`config.mk`:
```
export PLATFORM = sky130hd
export DESIGN_NAME = user_field_inserter
export DESIGN_NICKNAME = d
export VERILOG_FILES = /design/src/rtl/user_field_inserter.sv
export SDC_FILE = /design/constraint.sdc
export NUM_CORES = 1
export LEC_CHECK = 0
export ABC_AREA = 1
export BUFFER_PORTS_ARGS = -buffer_cell sky130_fd_sc_hd__buf_2
export CORE_AREA = 2 2 70 72
export CTS_BUF_LIST = sky130_fd_sc_hd__clkbuf_8
export CTS_CLUSTER_SIZE = 14
export DETAILED_ROUTE_END_ITERATION = 8
export DIE_AREA = 0 0 72 74
export GPL_ROUTABILITY_DRIVEN = 0
export PLACE_DENSITY = 0.82
export SYNTH_ARGS = -nofsm -noshare
export SYNTH_HDL_FRONTEND = slang
export SYNTH_SLANG_ARGS = --single-unit
export TNS_END_PERCENT = 10
```
`constraint.sdc`:
```
create_clock -name clk -period 1.6 [get_ports clk]
set_clock_uncertainty 0.15 [all_clocks]
set_input_delay 0 -clock clk [delete_from_list [all_inputs] [get_ports clk]]
set_output_delay 0 -clock clk [all_outputs]
set_load 0.005 [all_outputs]
```
`src/rtl/user_field_inserter.sv`:
```
// rtl/user_field_inserter.sv - frame counter field inserter for the TX beat stream
//
// Purpose: overwrites a window of the user-data region of each frame with the
// current frame counter (MSB digit first), passes every other beat through,
// with one cycle of latency on data, valid and user.
// Optional feature: define USER_FIELD_CHECKSUM_EN to append one beat carrying
// the XOR of all counter digits after the counter field.
//
// Ports:
//   clk          clock, rising edge
//   rst          asynchronous active-high reset
//   in_data      input beat (DW bits)
//   in_user      beat belongs to the user-data region
//   in_valid     beat valid; a frame is a contiguous in_valid-high run
//   cnt_en       allow counter increment at frame end
//   cnt_load     one-cycle counter preload request
//   cnt_load_val preload value (CNT_W bits)
//   out_data     output beat (DW bits)
//   out_valid    in_valid delayed one cycle
//   out_user     in_user delayed one cycle
//   frame_cnt    current counter value (CNT_W bits)

module user_field_inserter #(
   parameter int DW        = 4,
   parameter int CNT_W     = 16,
   parameter int FIELD_OFS = 0
) (
   input  logic             clk,
   input  logic             rst,
   input  logic [DW-1:0]    in_data,
   input  logic             in_user,
   input  logic             in_valid,
   input  logic             cnt_en,
   input  logic             cnt_load,
   input  logic [CNT_W-1:0] cnt_load_val,
   output logic [DW-1:0]    out_data,
   output logic             out_valid,
   output logic             out_user,
   output logic [CNT_W-1:0] frame_cnt
);

   localparam int N = CNT_W / DW;
`ifdef USER_FIELD_CHECKSUM_EN
   localparam int L = N + 1;
`else
   localparam int L = N;
`endif
   localparam int IDX_MAX = FIELD_OFS + L;
   localparam int IDX_W   = $clog2(IDX_MAX + 1);

   generate
      if ((CNT_W % DW) != 0 || CNT_W < DW) begin : g_bad_width
         $error("user_field_inserter: CNT_W must be a non-zero multiple of DW");
      end
   endgenerate

   logic [IDX_W-1:0] idx;
   logic             pend;
   logic [CNT_W-1:0] pend_val;
   logic [DW-1:0]    field_data;
   logic             frame_end;
   logic             idle;

   // The cycle after the last valid beat has been registered closes the frame.
   assign frame_end = out_valid & ~in_valid;
   assign idle      = ~in_valid & ~out_valid;

   always_comb begin
      field_data = in_data;
      if (in_valid && in_user) begin
         for (int p = 0; p < N; p++) begin
            if (idx == IDX_W'(FIELD_OFS + p))
               field_data = frame_cnt[(N-1-p)*DW +: DW];
         end
`ifdef USER_FIELD_CHECKSUM_EN
         if (idx == IDX_W'(FIELD_OFS + N)) begin
            field_data = '0;
            for (int k = 0; k < N; k++)
               field_data = field_data ^ frame_cnt[k*DW +: DW];
         end
`endif
      end
   end

   always_ff @(posedge clk or posedge rst) begin
      if (rst) begin
         out_data  <= '0;
         out_valid <= 1'b0;
         out_user  <= 1'b0;
         frame_cnt <= '0;
         idx       <= '0;
         pend      <= 1'b0;
         pend_val  <= '0;
      end else begin
         out_data  <= field_data;
         out_valid <= in_valid;
         out_user  <= in_user;

         // idx saturates once past the field so long user regions never wrap it.
         if (!in_user)
            idx <= '0;
         else if (in_valid && idx != IDX_W'(IDX_MAX))
            idx <= idx + IDX_W'(1);

         // The counter only moves while no frame is in flight, so every digit
         // of one frame is taken from the same value.
         if (frame_end) begin
            if (cnt_load)
               frame_cnt <= cnt_load_val;
            else if (pend)
               frame_cnt <= pend_val;
            else if (cnt_en)
               frame_cnt <= frame_cnt + CNT_W'(1);
            pend <= 1'b0;
         end else if (cnt_load) begin
            if (idle) begin
               frame_cnt <= cnt_load_val;
            end else begin
               pend     <= 1'b1;
               pend_val <= cnt_load_val;
            end
         end
      end
   end

endmodule
```
==> flow_metrics.py <==
metrics = {
    "critical_path": {
        "crit_slowest_cell": "dfrtp_1",
        "cp-start-kind": "flop",
        "cp_slowest_stage_delay_ns": 0.41,
        "cp_max_fo": 6,
        "end_kind": "flop",
        "worstPathCellList": "ha_4 -> nand3_4 -> nor2_8 -> buf_4 -> nand3_2 -> nand2_1 -> nand3_1 -> a21oi_2 -> nor2_1",
        "arrival_ns": 1.68,
        "required_ns": 1.63,
        "worstSetupPathType": "flop to flop",
    },
    "global_routing": {
        "gr-usage-all-layers_pct": 25.5,
        "grt_pass1_vias": 2386,
        "antenna_found_initial": 0,
        "grt_overflow": 0,
        "grt_max_degree": 43,
        "grt_pass1_wl_um": 10600,
    },
    "synthesis": {
        "yosysSeqAreaShare_pct": 40.4,
        "synth_area_leaders": "dfrtp_1 (40%), nand2_1 (11%), nor2_1 (7.2%)",
        "synth-seq-cells": 42,
        "yosysTopAreaCellShare_pct": 40.4,
        "synth_top_family_by_area": "simple AND/OR/NAND/NOR gates",
        "synth_nets": 377,
        "synth_async_sr_flop_share_pct": 100,
        "synth_xor_area_share_pct": 1.68,
        "synth_area_per_cell_um2": 7.54,
        "synth_area_mm2": 0.00260,
        "synthCells": 345,
        "synth_edf_count": 0,
        "yosys.area.top_type": "dfrtp_1",
        "yosysWarnings": 0,
        "synthAdderAreaFrac_pct": 2.89,
        "ys_types": 34,
        "synth_flop_cell": "dfrtp_1",
        "synth_mux_area_share_pct": 2.60,
        "synth_compound_area_share_pct": 15.2,
        "yosys.area_share.simple_pct": 28.6,
    },
    "routing": {
        "wl_um": 6650,
        "first_pass_iters": 5,
        "drtAntennaViolNets": 0,
        "detail_route.vias_per_cell": 5.36,
        "routedWlPerCell_um": 13.7,
        "first_iter_violations": 215,
        "num_vias": 2610,
        "route.detailed.drc": 0,
    },
    "clock_network": {
        "path_clk_slew_ns": 0.08,
        "cts_tree": "done",
        "htree_num_levels": 2,
        "cts_buffers": 5,
        "clk_path_buf_depth": 2,
        "cts_sinks": 42,
        "clock_latency_ns": 0.30,
        "root_buffer": "clkbuf_8",
    },
    "placement": {
        "port-buffer-count": 47,
        "dpl_cell_area_mm2": 0.00297,
        "hpwl_um": 4530,
    },
    "timing": {
        "hold_violations": 0,
        "fin_crit_sh_pct": 103,
        "drv_slew": 0,
        "tightest_slew_ns": 0.524,
        "fmax_mhz": 608,
        "fin_crit_ns": 1.64,
        "finalSetupViolCount": 1,
        "worst_slack_ns": -0.0446,
        "maxSlewHeadroom_pct": 65.1,
        "rsz0062_at_grt": "yes",
    },
    "cells_and_area": {
        "drive_gt1_share_pct": 26.1,
        "area_growth_pct": 30.7,
        "finish.utilization_pct": 73.9,
        "multi_input_area_mm2": 0.00138,
        "seqCellArea_mm2": 0.00105,
        "num_antenna_cells": 0,
        "fillers": 340,
        "final_area_mm2": 0.00340,
        "final_nets": 465,
    },
    "floorplanning": {
        "io_pins": 48,
        "die_w_um": 72,
        "dieArea_mm2": 0.00533,
        "start_util_pct": 56.6,
        "coreArea_mm2": 0.00460,
        "rows": 25,
        "die_h_um": 74,
    },
    "status": {
        "status": "complete, but fails checks",
        "violations": "negative setup slack",
    },
    "power": {
        "p_per_area_mw_per_mm2": 873,
        "leakage_nw": 1.74,
        "vdd_drop_max_uv": 490,
    },
    "run": {
        "maxCapViolCount": 0,
    },
    "worst_hold_path": {
        "hp-class": "input port to flop",
    },
}
[worst max-delay path, delay by kind of cell (launching register included)]
family,cells,cell delay (ns)
adders and majority gates,1,0.17
and+or+nand+nor,6,0.54
buffers and inverters,1,0.13
AOI/OAI and AO/OA,1,0.13
DFF,1,0.41
[through the flow]
step	hold WS (ns)	instances	setup WS (ns)	TNS [ns]	power, W
after CTS	0.0257	480	0.00768	0	0.00289
after global placement	0.00845	449	0.0596	0	0.00218
after global routing	0.0631	487	-0.0789	-0.289	0.00313
after floorplan	-0.119	345	0.0766	0	0.00189
final	0.0208	487	-0.0446	-0.0446	0.00297
after detailed placement	0.0117	449	-0.0677	-0.173	0.00221
[layout by cell type (no fill, tap or decap), types with 3 or more instances in the layout]
| cell | synthesis | routed |
|---|---|---|
| xor2_1 | 3 | 3 |
| o21ai_1 | 16 | 20 |
| nand2_2 | 4 | 5 |
| nand3_1 | 16 | 15 |
| ha_1 | 6 | 4 |
| nor2_1 | 50 | 50 |
| dlygate4sd3_1 | 0 | 24 |
| mux2_2 | 6 | 6 |
| buf_2 | 5 | 47 |
| o211ai_1 | 6 | 6 |
| clkbuf_8 | 0 | 5 |
| nand4_1 | 5 | 5 |
| nor2_4 | 3 | 5 |
| nand3_2 | 2 | 3 |
| inv_2 | 4 | 8 |
| dfrtp_1 | 42 | 41 |
| o21ai_0 | 24 | 20 |
| buf_4 | 3 | 18 |
| a21oi_1 | 20 | 18 |
| inv_1 | 37 | 35 |
| a21oi_2 | 1 | 3 |
| nand2_1 | 74 | 72 |
[final cells by class]
type                    instances  share of cell area [%]
well taps                      54                    1.99
repair buffers                 92                    19.5
clock buffers                   5                    2.02
inverters                      42                    4.64
clock inverters                 2                   0.221
multi-input cells             250                    40.7
flip-flops and latches         42                    31.0
[metal layers]
| metal | track usage (%) | vias up | wire (um) |
|---|---|---|---|
| li1 | - | 1284 | - |
| met1 | 34.1 | 1207 | 2930 |
| met2 | 42.1 | 98 | 3180 |
| met3 | 3.93 | 21 | 373 |
| met4 | 10.3 | 0 | 174 |
| met5 | 0 | - | 0 |
[flip-flops by register name, indices dropped and copies added, names as in the netlist]
signal,count
frame_cnt,16
pend_val,16
out_data,4
idx,3
out_user,1
out_valid,1
pend,1
[cells in the mapped netlist (5+ instances only)]
cell	count
a21oi_1	20
mux2_2	6
ha_1	6
dfrtp_1	42
o21ai_1	16
o21ai_0	24
nor2_1	50
nand3_1	16
o211ai_1	6
buf_2	5
nand2_1	74
inv_1	37
nand4_1	5
[worst paths after layout]
| path | slack [ns] | end | from | cells after the start |
|---|---|---|---|---|
| worst max-delay path | -0.04 | frame_cnt[8] | frame_cnt[1] | 9 |
| worst min-delay path | 0.02 | idx[1] | in_valid | 5 |
| worst max register to register | -0.04 | frame_cnt[8] | frame_cnt[1] | 9 |
| worst min register to register | 0.35 | pend_val[7] | pend_val[7] | 2 |
| max in group asynchronous | 0.68 | frame_cnt[10] | rst | 4 |
| min in group asynchronous | 0.22 | out_valid | rst | 4 |
[kinds of logic (layout without fill, tap and decap cells)]
logic type	Yosys count	after routing
AND/OR/NAND/NOR	161	161
AO/OA/AOI/OAI	72	72
buffers and inverters	53	141
flip-flops	42	42
adder cells (fa/ha/maj)	6	6
multiplexers	6	6
XOR/XNOR	5	5
[power breakdown]
part	switching (W)	internal, W
Clock	0.000357	0.000288
Sequential	0.000155	0.00120
Combinational	0.000535	0.000428
[timing repair]
action | 4_1_cts | 5_1_grt
buffers inserted | 0 | 8
hold buffers | 24 | 0
pin swaps | 0 | 8
hold endpoints to repair | 83 | 0
setup endpoints to repair | 4 | 15
resized for setup | 2 | 22
No activity file was read; power rests on OpenSTA's default activity.
